### config.mk
export PLATFORM = sky130hd
export DESIGN_NAME = dram_row_tracker_flat
export DESIGN_NICKNAME = d
export VERILOG_FILES = /design/src/rtl/dram_defs.sv /design/src/rtl/dram_row_tracker_if.sv /design/src/rtl/bank_row_table.sv /design/src/rtl/dram_row_tracker.sv /design/src/flat_wrapper.sv
export SDC_FILE = /design/constraint.sdc
export NUM_CORES = 1
export LEC_CHECK = 0
export ABC_AREA = 1
export CAP_MARGIN = 5
export CORE_MARGIN = 8
export CORE_UTILIZATION = 47
export DETAILED_ROUTE_END_ITERATION = 12
export MAX_ROUTING_LAYER = met4
export PLACE_DENSITY = 0.65
export SYNTH_ARGS = -nofsm -noshare
export SYNTH_HDL_FRONTEND = slang
export SYNTH_SLANG_ARGS = --single-unit
### constraint.sdc
create_clock -name clk -period 28.6 [get_ports clk]
set_input_delay 5.72 -clock clk [delete_from_list [all_inputs] [get_ports clk]]
set_output_delay 5.72 -clock clk [all_outputs]
set_load 0.03 [all_outputs]
### src/rtl/dram_defs.sv
// rtl/dram_defs.sv - shared DRAM types, address field positions and row classification helper
package dram_defs;

  // Page policy handed to dram_cmd for the request currently held
  typedef enum logic [1:0] {
    POL_NULL  = 2'd0,
    POL_EMPTY = 2'd1,
    POL_HIT   = 2'd2,
    POL_MISS  = 2'd3
  } dram_policy_t;

  // Request opcode; OP_RSVD is passed through and handled downstream as a read
  typedef enum logic [1:0] {
    OP_READ   = 2'd0,
    OP_WRITE  = 2'd1,
    OP_IFETCH = 2'd2,
    OP_RSVD   = 2'd3
  } dram_op_t;

  typedef enum logic [1:0] {
    ST_IDLE   = 2'd0,
    ST_LOOKUP = 2'd1,
    ST_BUSY   = 2'd2
  } row_tracker_state_t;

  localparam int ADDR_W   = 33;
  localparam int OP_W     = 2;
  localparam int BG_W     = 2;
  localparam int BA_W     = 2;
  localparam int BANK_W   = BG_W + BA_W;
  localparam int ROW_BITS = 15;
  localparam int COL_W    = 10;

  // Byte-address field positions
  localparam int COL_LO_LSB = 4;
  localparam int COL_LO_W   = 2;
  localparam int BG_LSB     = 6;
  localparam int BA_LSB     = 8;
  localparam int COL_HI_LSB = 10;
  localparam int COL_HI_W   = 8;
  localparam int ROW_LSB    = 18;

  // Closed bank -> EMPTY, same row open -> HIT, other row open -> MISS
  function automatic dram_policy_t classify_row(input logic                valid,
                                                input logic [ROW_BITS-1:0] tag,
                                                input logic [ROW_BITS-1:0] row);
    if (!valid) begin
      return POL_EMPTY;
    end else if (tag == row) begin
      return POL_HIT;
    end
    return POL_MISS;
  endfunction

endpackage

### src/rtl/dram_row_tracker_if.sv
// rtl/dram_row_tracker_if.sv - request, refresh and dram_cmd hand-off bundle of the row tracker
interface dram_row_tracker_if;
  import dram_defs::*;

  logic                req_valid;
  logic                req_ready;
  logic [ADDR_W-1:0]   req_addr;
  logic [OP_W-1:0]     req_op;
  logic                refresh_all;
  logic                cmd_done;
  dram_policy_t        POLICY;
  logic [BG_W-1:0]     cmd_bg;
  logic [BA_W-1:0]     cmd_ba;
  logic [ROW_BITS-1:0] cmd_row;
  logic [COL_W-1:0]    cmd_col;
  logic [OP_W-1:0]     cmd_op;

  // Requester / dram_cmd side
  modport master (
    output req_valid, req_addr, req_op, refresh_all, cmd_done,
    input  req_ready, POLICY, cmd_bg, cmd_ba, cmd_row, cmd_col, cmd_op
  );

  // Row tracker side
  modport slave (
    input  req_valid, req_addr, req_op, refresh_all, cmd_done,
    output req_ready, POLICY, cmd_bg, cmd_ba, cmd_row, cmd_col, cmd_op
  );

endinterface

### src/rtl/bank_row_table.sv
// rtl/bank_row_table.sv - per-bank open-row table; CLOSED_PAGE_EN makes every write close the bank
module bank_row_table #(
  parameter int NUM_BANKS = 16,
  parameter int ROW_W     = 15
) (
  input  logic                         clk,
  input  logic                         rst,
  input  logic [$clog2(NUM_BANKS)-1:0] rd_idx,
  output logic [ROW_W-1:0]             rd_tag,
  output logic                         rd_valid,
  input  logic                         wr_en,
  input  logic [$clog2(NUM_BANKS)-1:0] wr_idx,
  input  logic [ROW_W-1:0]             wr_tag,
  input  logic                         clr_all
);

  logic [NUM_BANKS-1:0] valid_q, valid_d;
  logic [ROW_W-1:0]     tag_q [NUM_BANKS];
  logic [ROW_W-1:0]     tag_d [NUM_BANKS];

  // Reads see the table as it was before this edge, so a same-edge refresh
  // cannot change a classification being made
  assign rd_tag   = tag_q[rd_idx];
  assign rd_valid = valid_q[rd_idx];

  // Next-state: row write on completion, then refresh overrides it
  always_comb begin
    valid_d = valid_q;
    tag_d   = tag_q;
    if (wr_en) begin
      tag_d[wr_idx] = wr_tag;
`ifdef CLOSED_PAGE_EN
      valid_d[wr_idx] = 1'b0;
`else
      valid_d[wr_idx] = 1'b1;
`endif
    end
    if (clr_all) begin
      valid_d = '0;
    end
  end

  // Table storage
  always_ff @(posedge clk or posedge rst) begin
    if (rst) begin
      valid_q <= '0;
      tag_q   <= '{default: '0};
    end else begin
      valid_q <= valid_d;
      tag_q   <= tag_d;
    end
  end

endmodule

### src/rtl/dram_row_tracker.sv
// rtl/dram_row_tracker.sv - decodes one request, classifies it against the open-row table and holds it for dram_cmd (CLOSED_PAGE_EN selects closed-page)
module dram_row_tracker
  import dram_defs::*;
#(
  parameter int NUM_BANKS = 16,
  parameter int ROW_W     = ROW_BITS
) (
  input  logic               clk,
  input  logic               rst,
  dram_row_tracker_if.slave  bus
);

  row_tracker_state_t  state_q, state_d;
  dram_policy_t        policy_q, policy_d;
  logic                ready_q, ready_d;
  logic [BG_W-1:0]     bg_q, bg_d;
  logic [BA_W-1:0]     ba_q, ba_d;
  logic [ROW_BITS-1:0] row_q, row_d;
  logic [COL_W-1:0]    col_q, col_d;
  logic [OP_W-1:0]     op_q, op_d;

  logic [BANK_W-1:0]   bank_idx;
  logic [ROW_W-1:0]    tbl_tag;
  logic                tbl_valid;
  logic                tbl_wr_en;
  logic                unused_addr;

  // Byte-offset bits never reach the command path
  assign unused_addr = ^bus.req_addr[COL_LO_LSB-1:0];

  assign bank_idx = {bg_q, ba_q};

  bank_row_table #(
    .NUM_BANKS (NUM_BANKS),
    .ROW_W     (ROW_W)
  ) u_table (
    .clk      (clk),
    .rst      (rst),
    .rd_idx   (bank_idx),
    .rd_tag   (tbl_tag),
    .rd_valid (tbl_valid),
    .wr_en    (tbl_wr_en),
    .wr_idx   (bank_idx),
    .wr_tag   (row_q),
    .clr_all  (bus.refresh_all)
  );

  // FSM next-state: capture in IDLE, classify in LOOKUP, hold until cmd_done in BUSY
  always_comb begin
    state_d   = state_q;
    policy_d  = policy_q;
    ready_d   = ready_q;
    bg_d      = bg_q;
    ba_d      = ba_q;
    row_d     = row_q;
    col_d     = col_q;
    op_d      = op_q;
    tbl_wr_en = 1'b0;
    case (state_q)
      ST_IDLE: begin
        ready_d = 1'b1;
        // ready_q gates acceptance so nothing is taken in the first cycle out of reset
        if (bus.req_valid && ready_q) begin
          bg_d    = bus.req_addr[BG_LSB +: BG_W];
          ba_d    = bus.req_addr[BA_LSB +: BA_W];
          row_d   = bus.req_addr[ROW_LSB +: ROW_BITS];
          col_d   = {bus.req_addr[COL_HI_LSB +: COL_HI_W], bus.req_addr[COL_LO_LSB +: COL_LO_W]};
          op_d    = bus.req_op;
          ready_d = 1'b0;
          state_d = ST_LOOKUP;
        end
      end
      ST_LOOKUP: begin
        policy_d = classify_row(tbl_valid, tbl_tag, row_q);
        state_d  = ST_BUSY;
      end
      ST_BUSY: begin
        if (bus.cmd_done) begin
          tbl_wr_en = 1'b1;
          policy_d  = POL_NULL;
          ready_d   = 1'b1;
          state_d   = ST_IDLE;
        end
      end
      default: begin
        policy_d = POL_NULL;
        ready_d  = 1'b0;
        state_d  = ST_IDLE;
      end
    endcase
  end

  // FSM state and registered outputs
  always_ff @(posedge clk or posedge rst) begin
    if (rst) begin
      state_q  <= ST_IDLE;
      policy_q <= POL_NULL;
      ready_q  <= 1'b0;
      bg_q     <= '0;
      ba_q     <= '0;
      row_q    <= '0;
      col_q    <= '0;
      op_q     <= '0;
    end else begin
      state_q  <= state_d;
      policy_q <= policy_d;
      ready_q  <= ready_d;
      bg_q     <= bg_d;
      ba_q     <= ba_d;
      row_q    <= row_d;
      col_q    <= col_d;
      op_q     <= op_d;
    end
  end

  assign bus.req_ready = ready_q;
  assign bus.POLICY    = policy_q;
  assign bus.cmd_bg    = bg_q;
  assign bus.cmd_ba    = ba_q;
  assign bus.cmd_row   = row_q;
  assign bus.cmd_col   = col_q;
  assign bus.cmd_op    = op_q;

endmodule
### src/flat_wrapper.sv
// flat-port wrapper written by rule: the top's interface ports become plain ports
module dram_row_tracker_flat import dram_defs::*;
#(
  parameter int NUM_BANKS = 16,
  parameter int ROW_W     = ROW_BITS
)
  (clk, rst, bus_req_valid, bus_req_addr, bus_req_op, bus_refresh_all, bus_cmd_done, bus_req_ready, bus_POLICY, bus_cmd_bg, bus_cmd_ba, bus_cmd_row, bus_cmd_col, bus_cmd_op);
  dram_row_tracker_if bus_i ();
  input  logic clk;
  input  logic rst;
  input wire logic [$bits(bus_i.req_valid)-1:0] bus_req_valid;
  input wire logic [$bits(bus_i.req_addr)-1:0] bus_req_addr;
  input wire logic [$bits(bus_i.req_op)-1:0] bus_req_op;
  input wire logic [$bits(bus_i.refresh_all)-1:0] bus_refresh_all;
  input wire logic [$bits(bus_i.cmd_done)-1:0] bus_cmd_done;
  output wire logic [$bits(bus_i.req_ready)-1:0] bus_req_ready;
  output wire logic [$bits(bus_i.POLICY)-1:0] bus_POLICY;
  output wire logic [$bits(bus_i.cmd_bg)-1:0] bus_cmd_bg;
  output wire logic [$bits(bus_i.cmd_ba)-1:0] bus_cmd_ba;
  output wire logic [$bits(bus_i.cmd_row)-1:0] bus_cmd_row;
  output wire logic [$bits(bus_i.cmd_col)-1:0] bus_cmd_col;
  output wire logic [$bits(bus_i.cmd_op)-1:0] bus_cmd_op;
  assign bus_i.req_valid = bus_req_valid;
  assign bus_i.req_addr = bus_req_addr;
  assign bus_i.req_op = bus_req_op;
  assign bus_i.refresh_all = bus_refresh_all;
  assign bus_i.cmd_done = bus_cmd_done;
  assign bus_req_ready = bus_i.req_ready;
  assign bus_POLICY = bus_i.POLICY;
  assign bus_cmd_bg = bus_i.cmd_bg;
  assign bus_cmd_ba = bus_i.cmd_ba;
  assign bus_cmd_row = bus_i.cmd_row;
  assign bus_cmd_col = bus_i.cmd_col;
  assign bus_cmd_op = bus_i.cmd_op;
  dram_row_tracker #(.NUM_BANKS(NUM_BANKS), .ROW_W(ROW_W)) u_core (.clk(clk), .rst(rst), .bus(bus_i));
endmodule
---- Word-level counts from Yosys, hierarchy flattened ----
Index checks and enable logic that the tools add are counted.
word-level totals
  input bits .............................. 40
  bits in registers ....................... 292
  word-level logic and storage cells ...... 74
operators by class
  multiplexer cells ....................... 27
  equal/unequal tests ..................... 5
  bitwise operators ....................... 4
  $lt $le $gt $ge ......................... 4
  reductions and logical operators ........ 9
operator list
  kind                count
  $bwmux 240          1
  $bmux 15 s4         1
  $demux 15 s4        1
  $mux 15             3
  $mux 16             2
  $or 16x16->16       1
  $eq 15x15->1        1
  $pmux 2 s3          2
  $mux 2              5
  $mux 1              9
  $reduce_and 2->1    4
  $ge 5x5->1 const B  1
  $lt 4x5->1 const B  1
  $lt 5x1->1 const B  1
  $not 4->5           1
  $bmux 1 s4          1
  $demux 1 s4         1
  $ge 4x1->1 const B  1
  $logic_and 1x1->1   3
  $pmux 1 s3          1
  $eq 2x1->1 const B  1
  $eq 2x2->1 const B  1
  $logic_not 2->1     1
  $ne 2x1->1 const B  1
  3 further kinds     4

---- Longest topological paths before layout ----
  depth in word-level cells ............... 10
  depth in mapped cells ................... 19
  mapped depth without buffers ............ 16

---- By module ----
A second synthesis with hierarchy kept.
unflattened totals
  cells, all modules ...................... 1874
  area, all modules ....................... 14083.5 um2
modules (own cells, without submodules)
  module            cells each  times used  area an instance (um2)
  bank_row_table    1645        1           12393.1
  dram_row_tracker  229         1           1690.4

---- Worst setup path before layout ----
Ideal clock, no wire load.
  path kind ............................... input to register
  start point ............................. input bus_cmd_done
  end point ............................... register u_core.u_table.tag_q[204] (netlist name)
  stages on the path ...................... 8
  setup slack ............................. 21695 ps
  arrival time ............................ 6770 ps
  cell sequence ........................... inv_1 -> nor3_4 -> inv_1 -> nor3_2 -> nand2_1 -> clkbuf_1 -> nand2_1 -> o21ai_0
between the ends
  word-level cells in the longest chain between the ends .. 2
ends and longest elaborated chain
  element               RTL line                text
  start, declared       flat_wrapper.sv:15      input wire logic [$bits(bus_i.cmd_done)-1:0] bus_cmd_done;
  $mux 1                dram_row_tracker.sv:78  if (bus.cmd_done) begin
  $mux 1                dram_row_tracker.sv:59  case (state_q)
  end signal, assigned  bank_row_table.sv:50    tag_q <= tag_d;
  end, declared         bank_row_table.sv:18    logic [ROW_W-1:0] tag_q [NUM_BANKS];
Every way passes these cells.
A chain may end at the register's enable or synchronous reset.

---- Worst setup path after layout ----
  start point ............................. register u_core.ba_q[0], in the netlist u_core.bus.cmd_ba[0]
  end point ............................... output bus_cmd_ba[0]
RTL lines
  element                 RTL line                 text
  start, declared         dram_row_tracker.sv:17   logic [BA_W-1:0] ba_q, ba_d;
  start signal, assigned  dram_row_tracker.sv:100  ba_q <= '0;
  start signal, assigned  dram_row_tracker.sv:109  ba_q <= ba_d;
  end, declared           flat_wrapper.sv:19       output wire logic [$bits(bus_i.cmd_ba)-1:0] bus_cmd_ba;
No word-level cell between the ends.

==> impl_metrics.py <==
metrics = {
    "detailed_routing": {
        "drc": 0,
        "routed_via_density": 5.15,
        "routedWlPerCell_um": 16.6,
        "num_vias": 11371,
        "antenna_left": 0,
        "drtPass1Iterations": 5,
        "wl_um": 36700,
        "drt_iter0_drc": 1038,
    },
    "global_routing": {
        "busiest_layer": "met2",
        "met3_usage": 0.0302,
        "track_usage": 0.226,
        "grt_max_degree": 166,
        "grt_use_met2": 0.355,
        "gr-total-overflow": 0,
        "antenna_found_initial": 0,
        "met1_usage": 0.295,
        "grt_pass1_vias": 10884,
        "grt_pass1_wl_um": 59000,
    },
    "sta": {
        "report.final.slew_viol_count": 0,
        "tightest_slew_ns": 1.10,
        "fin_worst_skew_ns": 0.00968,
        "hold_viol": 0,
        "fin_crit_ns": 7.82,
        "fin_crit_sh": 0.274,
        "hold_ws_ns": 0.469,
        "slew_headroom": 0.269,
        "setup_violations": 0,
        "rsz0062_at_grt": "false",
        "maxClockFrequency_mhz": 128,
        "tns_ns": 0,
    },
    "finish": {
        "final_common_cell": "nand2_1",
        "n_antenna_cell": 0,
        "layout_common_cells": "nand2_1, dfrtp_1, o21ai_0, clkdlybuf4s50_1, inv_1",
        "fin_nets": 1838,
        "areaGrowthSynthToFinish_pct": 15.0,
        "fin_area_mm2": 0.0155,
        "drive_gt1_frac": 0.0505,
    },
    "pwr": {
        "power_frac_seq": 0.387,
        "cellInternalPower_mw": 0.974,
        "clkPwrFrac": 0.269,
        "p_leak_nw": 7.76,
        "total_power_mw": 1.62,
        "power_density_mw_per_mm2": 105,
        "p_comb_frac": 0.344,
        "peakVddDrop_mv": 0.0788,
        "p_sw_mw": 0.644,
        "p_sw_frac": 0.398,
    },
    "clock_network": {
        "cts_made_buffers": 34,
        "tritoncts": "built",
        "cts_root_buf": "clkbuf_16",
        "cts_repair_resize_count": 0,
        "cts_max_level": 2,
        "clk_pin_slew_worst_paths_ns": 0.06,
        "cts_buffer_depth": 3,
        "clkLatencyLatePin_ns": 0.51,
        "post_cts_buffers": 0,
        "ctsHoldBuffers": 0,
        "clock-sinks": 292,
    },
    "critical_path": {
        "worst-path-buf-inv": 1,
        "cpMaxStageDelayCell": "dfrtp_4",
        "crit_path_start_kind": "register",
        "crit_family": "flip-flops",
        "critPathKind": "register to output port",
        "worstSetupEndpointType": "output port",
        "startpoint": "u_core.bus.cmd_ba[0]",
        "reg2reg_from": "u_core.bus.cmd_ba[0]",
        "cp.arrival_ns": 2.10,
        "cp_max_fo": 45,
        "required_ns": 22.88,
        "crit_path_max_incr_delay_ns": 0.80,
        "path_cells": "clkdlybuf4s50_1",
    },
    "place": {
        "hpwlAfterDp_um": 20300,
        "port_buffers": 69,
        "globalplace.congestion": 0.767,
        "placed_area_mm2": 0.0143,
    },
    "floorplanning": {
        "die_x_um": 185,
        "initial_utilization": 0.472,
        "io_pins": 74,
        "die_h_um": 185,
        "die_area_mm2": 0.0343,
        "coreArea_mm2": 0.0285,
        "rows": 62,
    },
    "yosys": {
        "synth_fp_nets": 1825,
        "synthDominantCellAreaShare": 0.544,
        "ys_ff_latch": 292,
        "syn_area_mm2": 0.0134,
        "synthTopCellsByArea": "dfrtp_1, nand2_1, o21ai_0",
        "syn_inst": 1785,
        "syn_avg_cell_area_um2": 7.53,
        "synth_top_area_cell": "dfrtp_1",
        "ys_seq_area_frac": 0.544,
        "ys_warn_count": 0,
        "ys_types": 19,
    },
    "outcome": {
        "outcome": "complete, no violations",
    },
    "flow_run": {
        "maxCapViolCount": 0,
    },
    "hold_path": {
        "holdCritPathClass": "register to register",
        "hp-start": "u_core.bus.cmd_col[2]",
    },
}
==> final cells by class <==
type	count	area [um2]
Sequential cell	292	7310
Clock buffer	56	1130
Clock inverter	5	27.5
Inverter	46	181
Timing Repair Buffer	95	898
Fill cell	2809	13000
Tap cell	384	480
Multi-Input combinational cell	1329	5440
==> registers in the layout, summed over array words and instances (netlist names) <==
register                flops
u_core.bus.cmd_ba           2
u_core.state_q              2
u_core.u_table.valid_q     16
u_core.bus.cmd_op           2
u_core.bus.cmd_row         15
u_core.bus.POLICY           2
u_core.bus.req_ready        1
u_core.bus.cmd_col         10
u_core.u_table.tag_q      240
u_core.bus.cmd_bg           2
==> synth_stat cells (all sizes together) <==
library cell and number:
inv 46, clkbuf 68, dfrtp 292, o21ai 283, buf 50, nor2 34
a21oi 19, a22o 1, nand3 19, nand2 968, nor3 5
==> kinds of logic after synthesis <==
family,share of synthesized area
AO/OA/AOI/OAI,0.113
buffers and inverters,0.0523
AND/OR/NAND/NOR,0.291
flip-flops,0.544
==> power groups by stage <==
stage	sequential [mW]	clock [mW]	combinational, mW
after floorplan	0.646	0	0.357
after global placement	0.626	0	0.552
after detailed placement	0.630	0	0.559
after CTS	0.624	0.443	0.561
after global routing	0.642	0.462	0.629
final	0.625	0.436	0.557
==> stage by stage <==
step	cells	worst slack [ns]	util
floorplan	1785	14.82	-
global placement	2146	20.46	0.503
detailed placement	2146	20.43	0.503
CTS	2207	20.75	0.543
global route	2207	20.70	0.543
finish	2207	20.78	0.543
==> layer usage <==
layer / up-vias / part of all wire
li1: 5601 / -
met1: 5344 / 0.44
met2: 348 / 0.46
met3: 78 / 0.060
met4: 0 / 0.038
met5: - / 0
==> final timing paths <==
check / endpoint / slack [ns] / depth (start not counted)
worst max-delay path: bus_cmd_ba[0] / 20.78 / 1
worst min-delay path: u_core.bus.cmd_col[2] / 0.47 / 2
worst max register to register: u_core.bus.POLICY[0] / 24.80 / 16
worst min register to register: u_core.bus.cmd_col[2] / 0.47 / 2
max in group asynchronous: u_core.u_table.tag_q[64] / 21.47 / 3
min in group asynchronous: u_core.u_table.tag_q[211] / 5.77 / 2
No activity file was read; power rests on OpenSTA's default activity.
